[src/rtl/tmf_mac_sequencer.sv]
// Time-multiplexed MAC sequencer for one FIR filter: owns the delay line, coefficient
// bank and accumulator, and feeds an external combinational adder one tap per cycle.
module tmf_mac_sequencer #(
  parameter int unsigned NTAPS = 4,
  parameter int unsigned WI    = 2,
  parameter int unsigned WF    = 6,
  parameter int unsigned WIA   = 2,
  parameter int unsigned WFA   = 6
) (
  input  logic                     CLK,
  input  logic                     RST_N,
  input  logic                     in_valid,
  input  logic [WI+WF-1:0]         in_sample,
  output logic                     in_ready,
  input  logic                     coef_we,
  input  logic [$clog2(NTAPS)-1:0] coef_addr,
  input  logic [WI+WF-1:0]         coef_data,
  output logic [WIA+WFA-1:0]       add_in1,
  output logic [WIA+WFA-1:0]       add_in2,
  input  logic [WIA+WFA-1:0]       add_sum,
  output logic                     out_valid,
  output logic [WIA+WFA-1:0]       out_data,
  output logic                     prod_sat
);

  localparam int unsigned W  = WI + WF;
  localparam int unsigned WA = WIA + WFA;
  localparam int unsigned AW = $clog2(NTAPS);
  localparam int unsigned WP = 2 * W;
  localparam int unsigned SH = 2 * WF - WFA;
  localparam int unsigned WE = WP + WA;

  typedef enum logic [1:0] {IDLE, MAC, DONE} stateT;

  stateT             stateQ, stateD;
  logic [W-1:0]      xQ [NTAPS];
  logic [W-1:0]      cQ [NTAPS];
  logic [WA-1:0]     accQ;
  logic [AW-1:0]     tapQ;

  logic              acceptC, coefWrC, macC, lastTapC, satC;
  logic [W-1:0]      xSel, cSel;
  logic [WP-1:0]     xExt, cExt;
  logic signed [WP-1:0] prodFull, prodShr;
  logic [WE-1:0]     prodExt;
  logic [WE-WA:0]    prodHi;
  logic [WA-1:0]     prodC;

  // Product of the current tap: full product, floor-truncate, saturate to accumulator format
  always_comb begin
    xSel     = xQ[tapQ];
    cSel     = cQ[tapQ];
    xExt     = {{W{xSel[W-1]}}, xSel};
    cExt     = {{W{cSel[W-1]}}, cSel};
    prodFull = xExt * cExt;
    prodShr  = prodFull >>> SH;
    prodExt  = {{WA{prodShr[WP-1]}}, prodShr};
    prodHi   = prodExt[WE-1:WA-1];
    satC     = 1'b0;
    prodC    = prodExt[WA-1:0];
    if (prodHi != '0 && prodHi != '1) begin
      satC  = 1'b1;
      prodC = prodExt[WE-1] ? {1'b1, {(WA-1){1'b0}}} : {1'b0, {(WA-1){1'b1}}};
    end
  end

  // Next-state and control decode
  always_comb begin
    stateD   = stateQ;
    acceptC  = 1'b0;
    coefWrC  = 1'b0;
    macC     = 1'b0;
    lastTapC = (tapQ == AW'(NTAPS - 1));
    add_in1  = '0;
    add_in2  = '0;
    case (stateQ)
      IDLE: begin
        coefWrC = coef_we && (32'(coef_addr) < NTAPS);
        if (in_valid) begin
          acceptC = 1'b1;
          stateD  = MAC;
        end
      end
      MAC: begin
        macC    = 1'b1;
        add_in1 = prodC;
        add_in2 = accQ;
        if (lastTapC) stateD = DONE;
      end
      DONE:    stateD = IDLE;
      default: stateD = IDLE;
    endcase
  end

  always_ff @(posedge CLK or negedge RST_N) begin
    if (!RST_N) stateQ <= IDLE;
    else        stateQ <= stateD;
  end

  // Datapath and registered outputs
  always_ff @(posedge CLK or negedge RST_N) begin
    if (!RST_N) begin
      for (int i = 0; i < int'(NTAPS); i++) begin
        xQ[i] <= '0;
        cQ[i] <= '0;
      end
      accQ      <= '0;
      tapQ      <= '0;
      in_ready  <= 1'b1;
      out_valid <= 1'b0;
      out_data  <= '0;
      prod_sat  <= 1'b0;
    end else begin
      if (coefWrC) cQ[coef_addr] <= coef_data;
      if (acceptC) begin
        for (int i = int'(NTAPS) - 1; i > 0; i--) xQ[i] <= xQ[i-1];
        xQ[0]    <= in_sample;
        accQ     <= '0;
        tapQ     <= '0;
        prod_sat <= 1'b0;
      end else if (macC) begin
        accQ <= add_sum;
        if (!lastTapC) tapQ <= tapQ + AW'(1);
        if (satC) prod_sat <= 1'b1;
      end
      in_ready  <= (stateD == IDLE);
      out_valid <= (stateQ == DONE);
      if (stateQ == DONE) out_data <= accQ;
    end
  end

endmodule

[config.mk]
export PLATFORM = sky130hd
export DESIGN_NAME = tmf_mac_sequencer
export DESIGN_NICKNAME = d
export VERILOG_FILES = /design/src/rtl/tmf_mac_sequencer.sv
export SDC_FILE = /design/constraint.sdc
export NUM_CORES = 1
export LEC_CHECK = 0
export CAP_MARGIN = 20
export CELL_PAD_IN_SITES_DETAIL_PLACEMENT = 1
export CELL_PAD_IN_SITES_GLOBAL_PLACEMENT = 2
export CORE_MARGIN = 2
export CORE_UTILIZATION = 23
export CTS_BUF_LIST = sky130_fd_sc_hd__clkbuf_4 sky130_fd_sc_hd__clkbuf_8
export CTS_CLUSTER_DIAMETER = 80
export DETAILED_ROUTE_END_ITERATION = 8
export GPL_ROUTABILITY_DRIVEN = 0
export PLACE_DENSITY = 0.59
export SYNTH_ARGS = -nofsm -noshare
export SYNTH_HDL_FRONTEND = slang
export SYNTH_SLANG_ARGS = --single-unit
[constraint.sdc]
create_clock -name CLK -period 8 [get_ports CLK]
set_clock_uncertainty 0.1 [all_clocks]
set_input_delay 1.6 -clock CLK [delete_from_list [all_inputs] [get_ports CLK]]
set_output_delay 1.6 -clock CLK [all_outputs]
set_load 0.03 [all_outputs]
==> results.txt, run 1 <==
The run finished with clean final reports. The region available for standard cell placement spans 27,000 sq um. The first-pass iteration count of the detailed router is 4.

The non-filler instance count after layout is 1,037. The area added between synthesis and finish came out at 23.3%. The number of buffers inserted for hold repair after clock tree synthesis came out at 0. The number of fill cells came out at 3,051.

The total overflow left after global routing is 0. The kind of path behind the tightest hold check is reg -> reg. TritonCTS built the clock tree.

The number of buffer and inverter stages on the critical path came out at 6. The number of antenna diodes in the final layout is 0. The sequential cell area fraction in the yosys report is 34.3%.

The post-synthesis sequential element count came out at 87. The synthesized netlist occupies a cell area of 6350 sq um. The dominant register cell in the synthesized netlist is sky130_fd_sc_hd__dfrtp_1.

The relative max-transition margin came out at 38.2%. The placed cell count is 996. The library cell occupying the most area in the post-synthesis netlist is sky130_fd_sc_hd__dfrtp_1. The post-placement cell area is 7310 sq um.

Measured along the y axis, the die boundary spans 170 um. The clock tree buffer depth is 2. The portion of the clock cycle consumed by the worst path in the final layout came out at 97.3%. For the pin with the worst max-slew slack, the measured transition is 0.923 ns. The die is 170 um wide. The number of DRC markers after the initial detailed-route iteration came out at 136. Of the post-synthesis cell area, the dominant cell type holds 33.9%.

Traced cell by cell, the critical path runs through buf_8 -> mux4_2 -> and2_4 -> fa_1 -> inv_1 -> fa_1 -> inv_1 -> fa_1 -> inv_1 -> fa_1 -> inv_1 -> ha_4 -> and4_4 -> a22o_4 -> a2111oi_4 -> nor3_4 -> xor2_4 -> a21oi_4 -> o31ai_2 -> buf_4. Synthesis produced a netlist whose cell count is 609. The number of maximum-capacitance violations came out at 0. The clock latency reported for the late side of the worst-skew pair came out at 0.37 ns. The largest net degree at the start of global routing came out at 62. Cells with a size suffix above 1 make up 21.8% of the layout.

The final design instance area without fill is 7830 sq um. For this run, the slowest stage of the critical path takes 0.61 ns. The number of flops mapped to enable cells by yosys is 0. The share of synthesized flip-flops with an asynchronous set or reset came out at 100%. Grouping stages by cell kind, the critical path spends the most delay in adder cells. Data on the critical path arrives at its endpoint at 6.08 ns. In the final routed layout, each cell accounts on average for 15.1 um. The number of warnings reported in the yosys synthesis log is 0.

Along the worst path, the maximum fanout reaches 6. The wire length after detailed routing came out at 15.6 mm. For this run, design rule violations remaining after detail routing come to 0. The overall global routing resource usage came out at 11.2%. The wire length of the first global-routing pass is 25.5 mm. The post-synthesis cell type count came out at 48. The highest clock rate came out at 128 MHz. The final max-slew violation count is 0. For this design, the slowest cell found on the critical path is sky130_fd_sc_hd__mux4_2. The total of buffers placed on input and output ports is 56. The detail-routed via count per cell came out at 4.28. For this block, the via count after detailed routing is 4,442.

The minimum clock period came out at 7.78 ns. The H-tree depth came out at 3. The required time reported for the critical path endpoint came out at 6.30 ns. In the post-synthesis netlist, the biggest area contributors are sky130_fd_sc_hd__dfrtp_1 34%, sky130_fd_sc_hd__fa_1 17%, sky130_fd_sc_hd__nand2_1 8.0%.

The die covers 28,900 sq um. In the layout the commonest cells are 135 x sky130_fd_sc_hd__nand2_1, 84 x sky130_fd_sc_hd__dfrtp_1, 83 x sky130_fd_sc_hd__inv_1, 51 x sky130_fd_sc_hd__fa_1. The initial core utilization came out at 23.5%. The floorplan has 60 rows.

The hold violation total from the final report is 0. The initial antenna violation count came out at 0. Buffers inserted during clock tree synthesis total 9. The tree is rooted in a sky130_fd_sc_hd__clkbuf_8. Once detailed placement completed, the half-perimeter wirelength came to 12.3 mm. The count of clock tree sinks is 87. The count of endpoints failing setup in the final report is 0. The synthesized area per cell came out at 10.4 sq um. The worst slack at placement is 0.288 ns.

The net count of the mapped netlist came out at 720. The worst setup path is captured at a primary output. The worst setup path is of the reg -> out kind. The net total in the final layout came out at 802.

In this run the count of I/O pins placed on the die edge is 57. The most common cell after layout, fill and taps aside is sky130_fd_sc_hd__nand2_1. The detail route stage leaves a number of antenna-violating nets equal to 0. The critical path launch point type is a flop. The via count of the first global-routing pass came out at 4,862. After clock tree synthesis, the clock-pin slew on the worst setup and hold paths is 0.08 ns.

The final setup slack of the worst path came out at 0.217 ns.
-- timing repair --
action / in CTS / in global routing
setup buffers: 5 / 19
pin swaps: 1 / 11
endpoints found under the setup margin: 6 / 7
cloned: 0 / 1
resized for setup: 2 / 25
-- per-layer routing --
layer	routed length (um)	track usage [%]	vias up	share of wire, %
li1	-	-	2096	-
met1	7430	15.2	2291	48
met2	7700	18.7	44	49
met3	361	2.09	11	2.3
met4	133	2.56	0	0.85
met5	0	0	-	0
-- cell families after synthesis --
family,after synthesis,share of synthesized area (%)
and+or+nand+nor,226,16.6
DFF,87,34.3
muxes,58,12.9
buffers and inverters,103,6.15
AOI/OAI and AO/OA,38,4.61
xor gates and xnor gates,16,3.10
adders and majority gates,81,22.2
-- synth_stat cells (all sizes together), types with 3 or more instances --
cell type	n
fa	53
o21ai	13
inv	84
clkbuf	15
nand3	7
mux4	15
buf	4
or2	4
a21o	3
ha	28
xnor2	10
a21oi	7
dfrtp	86
and2	49
o31ai	5
xor2	6
nand2	136
nor3	5
mux2	42
nor2	14
-- stage by stage --
| step | hold WS [ns] | setup TNS [ns] | util [%] |
|---|---|---|---|
| 5_1_grt | 0.396 | -0.0234 | 29.0 |
| 2_1_floorplan | 0.341 | 0 | - |
| 6_report | 0.376 | 0 | 29.0 |
| 3_5_place_dp | 0.362 | 0 | 27.0 |
| 3_3_place_gp | 0.353 | 0 | 27.0 |
| 4_1_cts | 0.384 | 0 | 27.9 |
-- cell type report --
class	count	area, sq um	area share (%)
Sequential cell	87	2180	27.9
Clock buffer	9	124	1.58
Tap cell	341	427	5.45
Clock inverter	7	73.8	0.943
Multi-Input combinational cell	419	3870	49.5
Timing Repair Buffer	90	835	10.7
Inverter	84	315	4.03
-- path summary, 6_finish.rpt --
path	from	to	slack, ns	cells after the start
setup / recovery	tapQ[0]$_DFFE_PN0P_	add_in1[0]	0.22	20
hold / removal	xQ[2]$_DFFE_PN0P_	xQ[2]$_DFFE_PN0P_	0.38	2
setup reg to reg	tapQ[0]$_DFFE_PN0P_	prod_sat$_DFFE_PN0P_	2.19	20
hold reg to reg	xQ[2]$_DFFE_PN0P_	xQ[2]$_DFFE_PN0P_	0.38	2
max in group asynchronous	RST_N	tapQ[0]$_DFFE_PN0P_	5.62	2
min in group asynchronous	RST_N	out_data[7]$_DFFE_PN0P_	1.03	1
-- sequential cells by signal (all words and copies together), names as in the netlist --
signal,count
in_ready,1
stateQ,2
accQ,8
xQ,32
out_valid,1
cQ,32
tapQ,2
prod_sat,1
out_data,8
-- worst min-delay path: stages (launching register included) --
cell	delay [ns]
sky130_fd_sc_hd__dfrtp_1	0.34
sky130_fd_sc_hd__nand2_1	0.05
sky130_fd_sc_hd__nand2_1	0.06
Power of run 1 is left out: the tool's default activity adds up to more than one toggle a clock period on the data nets, which glitch-free logic cannot reach.
==> inputs of run 2 (changes only) <==
CORE_ASPECT_RATIO = 1.5   (was unset)
CORE_UTILIZATION = 39   (was 23)
CTS_CLUSTER_DIAMETER = 120   (was 80)
PLACE_DENSITY = 0.88   (was 0.59)
==> results.txt, run 2 (synthesis gave the netlist of run 1 again) <==
The clock latency reported for the late side of the worst-skew pair is 0.38 ns. After the flow finishes, the layout carries non-filler instances totaling 896. The type of element capturing the critical path is a primary output.

The final max-slew violation count is 0. Leaving out fill and tap cells, the most frequent cell in the layout is sky130_fd_sc_hd__nand2_1. The floorplan has 57 rows. The number of maximum-capacitance violations is 0. The gate family responsible for the most delay along the worst path is adder cells.

The detail-routed via count per cell came out at 4.98. The wire length after detailed routing is 14.9 mm. The worst hold path was traced through 2 stages. The signal on the critical path passes through buf_12 -> buf_8 -> mux4_2 -> buf_4 -> and2_1 -> fa_1 -> fa_1 -> fa_1 -> inv_1 -> fa_1 -> inv_1 -> ha_1 -> nand2_1 -> o21ai_4 -> a41oi_2 -> o21ai_2 -> xnor2_4 -> buf_4 -> a21oi_4 -> o31ai_1 -> buf_4. The total half-perimeter wirelength after legalization and detailed placement is 11.6 mm.

Entering global routing, the biggest net connects 48 pins. The count of buffers added on input and output ports is 56. After detailed routing, the number of remaining DRC violations is 0. The number of clock buffers inserted by TritonCTS is 9.

The count of endpoints failing setup in the final report is 0. Final hold analysis gives a worst-case slack of 0.385 ns. The total congestion overflow is 0. The number of DRC markers after the initial detailed-route iteration is 170. The hold violation total from the final report was 0. The total core area came out at 16,000 sq um. The required time reported for the critical path endpoint came out at 6.30 ns. The H-tree generated during clock tree synthesis spans 3 levels. The largest fanout on the critical path came out at 7. The start point of the worst hold path is xQ[2]$_DFFE_PN0P_. The net total in the final layout came out at 796. Headroom to the max-slew limit came out at 48.1%. The most frequent cell on the critical path is sky130_fd_sc_hd__fa_1. The initial core utilization is 39.5%. Counting both buffers and inverters, the worst setup path holds a total of 7. The cell sitting at the root of the clock tree is a sky130_fd_sc_hd__clkbuf_8. The first-pass iteration count of the detailed router came out at 4. In the final layout, the share of cells above drive strength 1 is 20.6%. The flow ran to the end, and the final reports show no timing, DRC or antenna violations. The depth of the most critical reg-to-reg path is 20. The portion of the clock cycle consumed by the worst path in the final layout came out at 98.4%.

The minimum clock period is 7.87 ns. Among all stages on the critical path, the largest delay is contributed by sky130_fd_sc_hd__mux4_2. The area added between synthesis and finish came out at 20.3%. Setup repair after global routing could not meet its margin everywhere.

The top cell types in the final layout, fill and taps aside, are 135 x sky130_fd_sc_hd__nand2_1, 84 x sky130_fd_sc_hd__dfrtp_1, 83 x sky130_fd_sc_hd__inv_1, 52 x sky130_fd_sc_hd__fa_1. The kind of path behind the tightest hold check is reg -> reg. The clock tree buffer depth came out at 2. The worst register-to-register path begins at tapQ[0]$_DFFE_PN0P_. The horizontal extent of the die came out at 108 um. The arrival time reported for the critical path endpoint came out at 6.17 ns. The initial antenna violation count came out at 0. The worst setup path is of the reg -> out kind. The wire length per cell after detailed routing came out at 16.6 um. The total I/O pin count came out at 57. 0 antenna diodes ended up in the layout. The count of clock tree sinks is 87. The largest single stage delay on the critical path is 0.56 ns.

The total stage count of the critical path is 21. The via count of the first global-routing pass came to 5,051. The first global-routing pass estimated 24.4 mm of wire.

Across all layers, the routed design uses 4,464 vias. In the final layout, the registers with the most flip-flops are cQ (32), xQ (32). The post-CTS clock slew at the launch and capture registers of the worst setup and hold paths came out at 0.10 ns. The die covers 17,300 sq um.

The highest clock rate is 127 MHz. The number of routed nets with antenna violations came out at 0. The vertical die dimension came out at 160 um. The worst setup path is launched from a flop. The placed cell count came out at 863.

The number of fill cells is 1,766. At the pin with the least slew margin, the transition time is 0.774 ns. The most critical setup path has its startpoint at tapQ[0]$_DFFE_PN0P_. The overall global routing resource usage is 17.8%. TritonCTS built the clock tree.
[run 2: path summary, 6_finish.rpt]
path                                         to  slack, ns
min reg2reg                   xQ[2]$_DFFE_PN0P_       0.38
max in group asynchronous    cQ[15]$_DFFE_PN0P_       5.73
max                                  add_in1[4]       0.13
min in group asynchronous    xQ[26]$_DFFE_PN0P_       1.08
min                           xQ[2]$_DFFE_PN0P_       0.38
max reg2reg                prod_sat$_DFFE_PN0P_       2.28
[run 2: cell type report]
class | count | area [sq um] | share of cell area (%)
Tap cell | 206 | 258 | 3.38
Clock inverter | 7 | 103 | 1.34
Clock buffer | 9 | 124 | 1.62
Multi-Input combinational cell | 419 | 3850 | 50.4
Timing Repair Buffer | 84 | 810 | 10.6
Inverter | 84 | 315 | 4.13
Sequential cell | 87 | 2180 | 28.6
[run 2: through the flow]
stage | TNS [ns] | setup slack, ns | area [sq um] | util (%)
finish | 0 | 0.126 | 7640 | 47.6
detailed placement | 0 | 0.337 | 7150 | 44.6
floorplan | 0 | 0.121 | 6350 | -
CTS | 0 | 0.0184 | 7400 | 46.1
global placement | 0 | 0.548 | 7150 | 44.6
global route | -0.204 | -0.106 | 7640 | 47.6
[run 2: worst min-delay path, cell delays in order, from the launching register on]
cell	delay, ns
sky130_fd_sc_hd__dfrtp_1	0.35
sky130_fd_sc_hd__nand2_1	0.05
sky130_fd_sc_hd__nand2_1	0.06
[run 2: timing repair]
item                                    4_1_cts  5_1_grt
pin swaps                                     0       12
buffers inserted                              2       14
hold buffers                                  0        0
endpoints found under the hold margin         0        0
endpoints found under the setup margin        5        7
gates resized for setup                       2       22
[run 2: layer usage]
layer / wire length [um] / vias to the layer above / part of all wire, % / global-route usage (%)
met3: 319 / 16 / 2.1 / 2.33
li1: - / 2083 / - / -
met5: 0 / - / 0 / 0
met4: 244 / 0 / 1.6 / 6.12
met1: 5870 / 2307 / 40 / 20.4
met2: 8410 / 58 / 57 / 33.2
Power of run 2 is left out for the same reason.
==> inputs of run 3 (changes only) <==
ABC_AREA = 1   (was unset)
CORE_UTILIZATION = 36   (was 39)
PLACE_DENSITY = 0.89   (was 0.88)
==> results.txt, run 3 <==
After detailed placement, the total cell area comes to 7350 sq um. Synthesis inferred 87 register bits. The total overflow left after global routing is 0. STA classifies the critical path endpoint as a primary output.

The post-CTS setup buffer count came out at 0. The final max-slew violation count is 0. The dominant register cell in the synthesized netlist is sky130_fd_sc_hd__dfrtp_1. The proportion of layout cells with a drive suffix above 1 came out at 8.97%. The first-pass iteration count of the detailed router is 4. The share of synthesized flip-flops with an asynchronous set or reset came out at 100%. The antenna cell count came out at 0. The synthesized area per cell came out at 7.79 sq um. After layout, the worst path uses 94.2% of the clock period. The non-filler instance count after layout is 1,120. TritonCTS built the clock tree. By count the netlist is led by 203 x sky130_fd_sc_hd__nand2_1, 178 x sky130_fd_sc_hd__inv_1, 87 x sky130_fd_sc_hd__o21ai_0. The startpoint of the worst-slack reg-to-reg timing path is tapQ[0]$_DFFE_PN0P_.

By area the synthesized netlist is led by sky130_fd_sc_hd__dfrtp_1 33%, sky130_fd_sc_hd__fa_1 16%, sky130_fd_sc_hd__nand2_1 12%. The flow ran to the end, and the final reports show no timing, DRC or antenna violations. The wire length after detailed routing came out at 16.6 mm. The critical path's slowest cell is sky130_fd_sc_hd__fa_1. The H-tree depth is 3.

The number of maximum-capacitance violations came out at 0. The via count of the first global-routing pass came out at 6,000. The setup total negative slack came out at 0 ns. The total of buffers placed on input and output ports came out at 56. The number of warnings reported in the yosys synthesis log is 0. The number of routed nets with antenna violations is 0. The most critical setup path has its startpoint at tapQ[1]$_DFFE_PN0P_. The detail-routed via count per cell is 4.84.

The wire length of the first global-routing pass came out at 28.4 mm. Setup repair after global routing left no endpoint under its margin. The total area inside the core boundary comes to 17,800 sq um.

The net count of the mapped netlist is 942. The minimum clock period came out at 7.54 ns. Pin placement for this block handled 57 I/O pins. The filler cells instantiated in the layout total 2,184. At the pin with the least slew margin, the transition time is 0.997 ns. The synthesized design spends more area on one cell type than any other, namely sky130_fd_sc_hd__dfrtp_1. The sequential cell area fraction in the yosys report came out at 33.7%. The gate count of the mapped netlist came out at 831. At the worst endpoint, the required time is 6.30 ns.

The worst setup path is of the reg -> out kind. The worst pin sits at a relative slew slack of 33.5%. The vertical die dimension came out at 168 um.

The startpoint identified for the worst hold timing path is cQ[13]$_DFFE_PN0P_. The initial antenna violation count came out at 0. The area of all sequential standard cells came out at 2180 sq um.

Leaving out fill and tap cells, the most frequent cell in the layout is sky130_fd_sc_hd__nand2_1. The initial core utilization is 36.4%. In this run, placement finished with an instance count of 1,104. After synthesis, the netlist uses 30 different library cells. The final design instance area without fill came out at 7610 sq um. After synthesis the cells add up to 6470 sq um. The number of DRC markers after the initial detailed-route iteration came out at 166.

The largest fanout on the critical path came out at 11. On the worst path, the slowest cell contributes a delay of 0.53 ns. The horizontal extent of the die is 113 um.

The clock tree buffer depth is 2. The vias after detailed routing is 5,417. In the final layout, the registers with the most flip-flops are cQ (32), xQ (32).

The worst setup path is launched from a flop. After clock tree synthesis, the clock-pin slew on the worst setup and hold paths is 0.08 ns. The total half-perimeter wirelength after legalization and detailed placement is 13.7 mm.

Entering global routing, the biggest net connects 78 pins. The clock latency reported for the late side of the worst-skew pair came out at 0.37 ns. By instance count, the cell type seen most on the critical path is sky130_fd_sc_hd__inv_1.

Relative to the synthesized area, the layout overhead comes to 17.7%. The tree built by TritonCTS fans out to 87 sinks. The arrival time reported for the critical path endpoint came out at 5.84 ns. The clock root buffer is sky130_fd_sc_hd__clkbuf_8. Leaving out fill and tap cells, the most frequent cells in the layout are 203 x sky130_fd_sc_hd__nand2_1, 175 x sky130_fd_sc_hd__inv_1, 87 x sky130_fd_sc_hd__o21ai_0, 85 x sky130_fd_sc_hd__dfrtp_1, 72 x sky130_fd_sc_hd__nor2_1. The share of the synthesized area in the top cell type came out at 33.3%. The count of endpoints failing setup in the final report is 0. The number of flops mapped to enable cells by yosys is 0.

The number of clock buffers inserted by TritonCTS is 9. After detailed routing, the average wire length per cell comes to 14.8 um. The min-delay analysis places its worst path in the category reg -> reg. The floorplan step defined a die boundary enclosing 19,100 sq um. Global routing used 18.7% of the available tracks across all layers. The number of design rule violations left after detail routing is 0. The area of combinational cells with multiple inputs is 3560 sq um. The net total in the final layout came out at 1,010. sky130_fd_sc_hd__nand2_1 is the most common cell in the netlist. The highest clock rate came out at 133 MHz. The number of rows created at floorplan is 60.

The hold violation total from the final report is 0.
## run 3: cells by family after synthesis
kind of cell             share of synthesized area (%)
AO/OA/AOI/OAI                                     11.3
XOR/XNOR                                          1.08
adder cells (fa/ha/maj)                           21.8
buffers and inverters                             12.0
flip-flops                                        33.7
AND/OR/NAND/NOR                                   20.2
## run 3: area by class of cell
type                    instances  share of cell area (%)
multi-input cells             541                    46.8
inverters                     180                    8.87
flip-flops and latches         87                    28.6
well taps                     217                    3.57
clock inverters                 4                   0.624
repair buffers                 80                    9.70
clock buffers                  11                    1.82
## run 3: metal layers
layer  vias to the layer above  wire (um)  global-route usage, %
met1                      2652       6490                   19.9
met2                        73       9340                   36.6
met4                         0        451                   7.53
met5                         -          0                      0
li1                       2666          -                      -
met3                        26        309                   2.23
## run 3: critical path: cells and delay by family (launching register included)
family	cells	cell delay, ns
buffers and inverters	11	1.15
adder cells (fa/ha/maj)	5	2.41
AO/OA/AOI/OAI	2	0.24
AND/OR/NAND/NOR	12	1.20
flip-flops	1	0.44
## run 3: path summary, 6_finish.rpt
kind | endpoint | slack [ns] | cells past startpoint
setup / recovery | add_in1[6] | 0.46 | 30
hold / removal | cQ[13]$_DFFE_PN0P_ | 0.39 | 2
setup reg to reg | prod_sat$_DFFE_PN0P_ | 2.50 | 27
hold reg to reg | cQ[13]$_DFFE_PN0P_ | 0.39 | 2
max in group asynchronous | tapQ[0]$_DFFE_PN0P_ | 5.60 | 2
min in group asynchronous | cQ[23]$_DFFE_PN0P_ | 0.95 | 1
## run 3: per-stage QoR
step,utilization (%),hold WS (ns),worst slack (ns)
floorplan,-,0.348,1.23
global placement,41.3,0.365,0.601
detailed placement,41.3,0.374,0.502
CTS,42.4,0.393,0.108
global route,42.8,0.417,0.00781
finish,42.8,0.388,0.461
## run 3: what timing repair did
| item | CTS | global route |
|---|---|---|
| setup endpoints to repair | 0 | 7 |
| resized for setup | 0 | 13 |
| hold buffers | 0 | 0 |
Power of run 3 is left out for the same reason.
==> RTL change: new RTL, config.mk and constraints of run 2 <==
Set the parameter `WFA` to 5 (it was 6).
--- a/src/rtl/tmf_mac_sequencer.sv
+++ b/src/rtl/tmf_mac_sequencer.sv
@@ -6,5 +6,5 @@
   parameter int unsigned WF    = 6,
   parameter int unsigned WIA   = 2,
-  parameter int unsigned WFA   = 6
+  parameter int unsigned WFA   = 5
 ) (
   input  logic                     CLK,
Ports: changed (resized add_in1, add_in2, add_sum and out_data); port bits go from 57 to 53. No check against the original RTL was run, so the function may have changed too.
==> RTL change against run 2 <==
Routed wire length rose by 2.1%. Setup slack improved by 0.069 ns. Critical path depth fell by 1. Sequential share of layout area fell by 0.38 points. Sequential cell count fell by 2. Final cell count fell by 0.45%. Count of clock-buffer cells in the layout rose by 1. Die area fell by 0.81%. Highest routed layer unchanged. Synthesized cell count rose by 0.82%. Area after synthesis fell by 0.83%. First-iteration DRC count rose by 2.4%. Cell area fell by 1.0%.
Power is not shown: default switching activity piles up to over one toggle a cycle in this logic, so the estimate is an artifact.
==> RTL change: results (changes against run 2) <==
- The flow ran to the end, and the final reports show no timing, DRC or antenna violations.
* Number of vias per cell after detailed routing: 5.089 (+2.1%)
- The fill cell instance count of the final layout is 1767 (+0.057%).
* List of most frequent post-synthesis cells: 135 x sky130_fd_sc_hd__nand2_1, 84 x sky130_fd_sc_hd__dfrtp_1, 83 x sky130_fd_sc_hd__inv_1
- Max stage delay on crit path: 0.60 ns (+0.04 ns)
- Count of routing violations after the opening detailed-route iteration: 174 (+2.4%)
* Clock distribution area overhead in the final layout: 2.964% (about the same)
- Post-DR wirelength/cell: 17.00 µm (+2.6%)
- Hold_ws: 0.3843 ns (-0.0004220 ns)
- The multi-input logic cell count is 428 (+2.1%).
* Ratio of cells with drive above 1 in the final layout: 20.03% (-0.55 points)
- Cell types with the largest area share after synthesis: sky130_fd_sc_hd__dfrtp_1 33%, sky130_fd_sc_hd__fa_1 17%, sky130_fd_sc_hd__nand2_1 8.1%
- The area taken by multi-input logic gates came to 0.003886 mm² (+1.0%).
* DP HPWL: 11440 µm (-1.5%)
* Placed cell area: 0.007043 mm² (-1.5%)
- Mux cell area share after synthesis: 13.18% (+0.25 points)
- Minimum setup slack after placement: 0.2667 ns (-0.07075 ns)
- Total number of sequential cells: 85 (-2.3%)
- The clock buffer instance count of the final layout came to 10 (+1).
- Slack of the worst reg-to-reg path: 2.13 ns (-0.15 ns)
- Largest net degree at the start of global routing: 60 (+25%)
- Non-clock buffer share: 9.935% (-0.67 points)
* Post-Synthesis Mean Instance Area: 10.25 µm² (-1.6%)
* Die span in x: 107.7 µm (-0.40%)
- The layout buffer count excluding clock buffers was 77 (-8.3%).
- Number of global-route vias before repair: 5061 (+0.20%)
* Count of input and output buffers: 52 (-7.1%)
- The startpoint identified for the worst hold timing path is xQ[1]$_DFFE_PN0P_.
- The sequential standard cell area came to 0.002130 mm² (-2.4%).
- The clock-pin slew on the worst setup and hold paths was 0.08 ns (-0.02 ns).
RTL change: cell count changes after synthesis, sizes merged, moves of 4 or more:
cell and delta:
o21ai +7, a31o +6, nand3 -5, o31ai -4
RTL change: routing by layer:
| metal | part of all wire, % | up-vias | global-route usage, % |
|---|---|---|---|
| met5 | 0 | - | 0 |
| met4 | 2.0 | 0 | 5.769 |
| met3 | 1.3 | 22 | 2.129 |
| met2 | 57 | 47 | 33.50 |
| met1 | 40 | 2360 | 20.70 |
| li1 | - | 2110 | - |
RTL change: worst max path at each step:
| stage | cells after the start | slack [ns] | to | from |
|---|---|---|---|---|
| after floorplan | 18 | 0.34 | add_in1[6] | tapQ[0]$_DFFE_PN0P_ |
| after global placement | 21 | 0.47 | add_in1[5] | tapQ[0]$_DFFE_PN0P_ |
| after detailed placement | 19 | 0.27 | add_in1[3] | tapQ[0]$_DFFE_PN0P_ |
| after CTS | 19 | 0.04 | add_in1[3] | tapQ[0]$_DFFE_PN0P_ |
| after global routing | 22 | -0.003 | add_in1[0] | tapQ[0]$_DFFE_PN0P_ |
| final | 20 | 0.20 | add_in1[3] | tapQ[0]$_DFFE_PN0P_ |
RTL change: timing repair:
item,4_1_cts,5_1_grt
pin swaps,1,5
buffers inserted,1,15
gates resized for setup,2,19
cloned,0,1
hold buffers,0,0
setup endpoints to repair,6,7
RTL change: cell families (layout without fill, tap and decap cells):
| family | Yosys count | count (layout) |
|---|---|---|
| AND/OR/NAND/NOR | 223 | 223 |
| buffers and inverters | 101 | 176 |
| flip-flops | 85 | 85 |
| adder cells (fa/ha/maj) | 81 | 81 |
| multiplexers | 59 | 59 |
| AO/OA/AOI/OAI | 49 | 49 |
| XOR/XNOR | 16 | 16 |
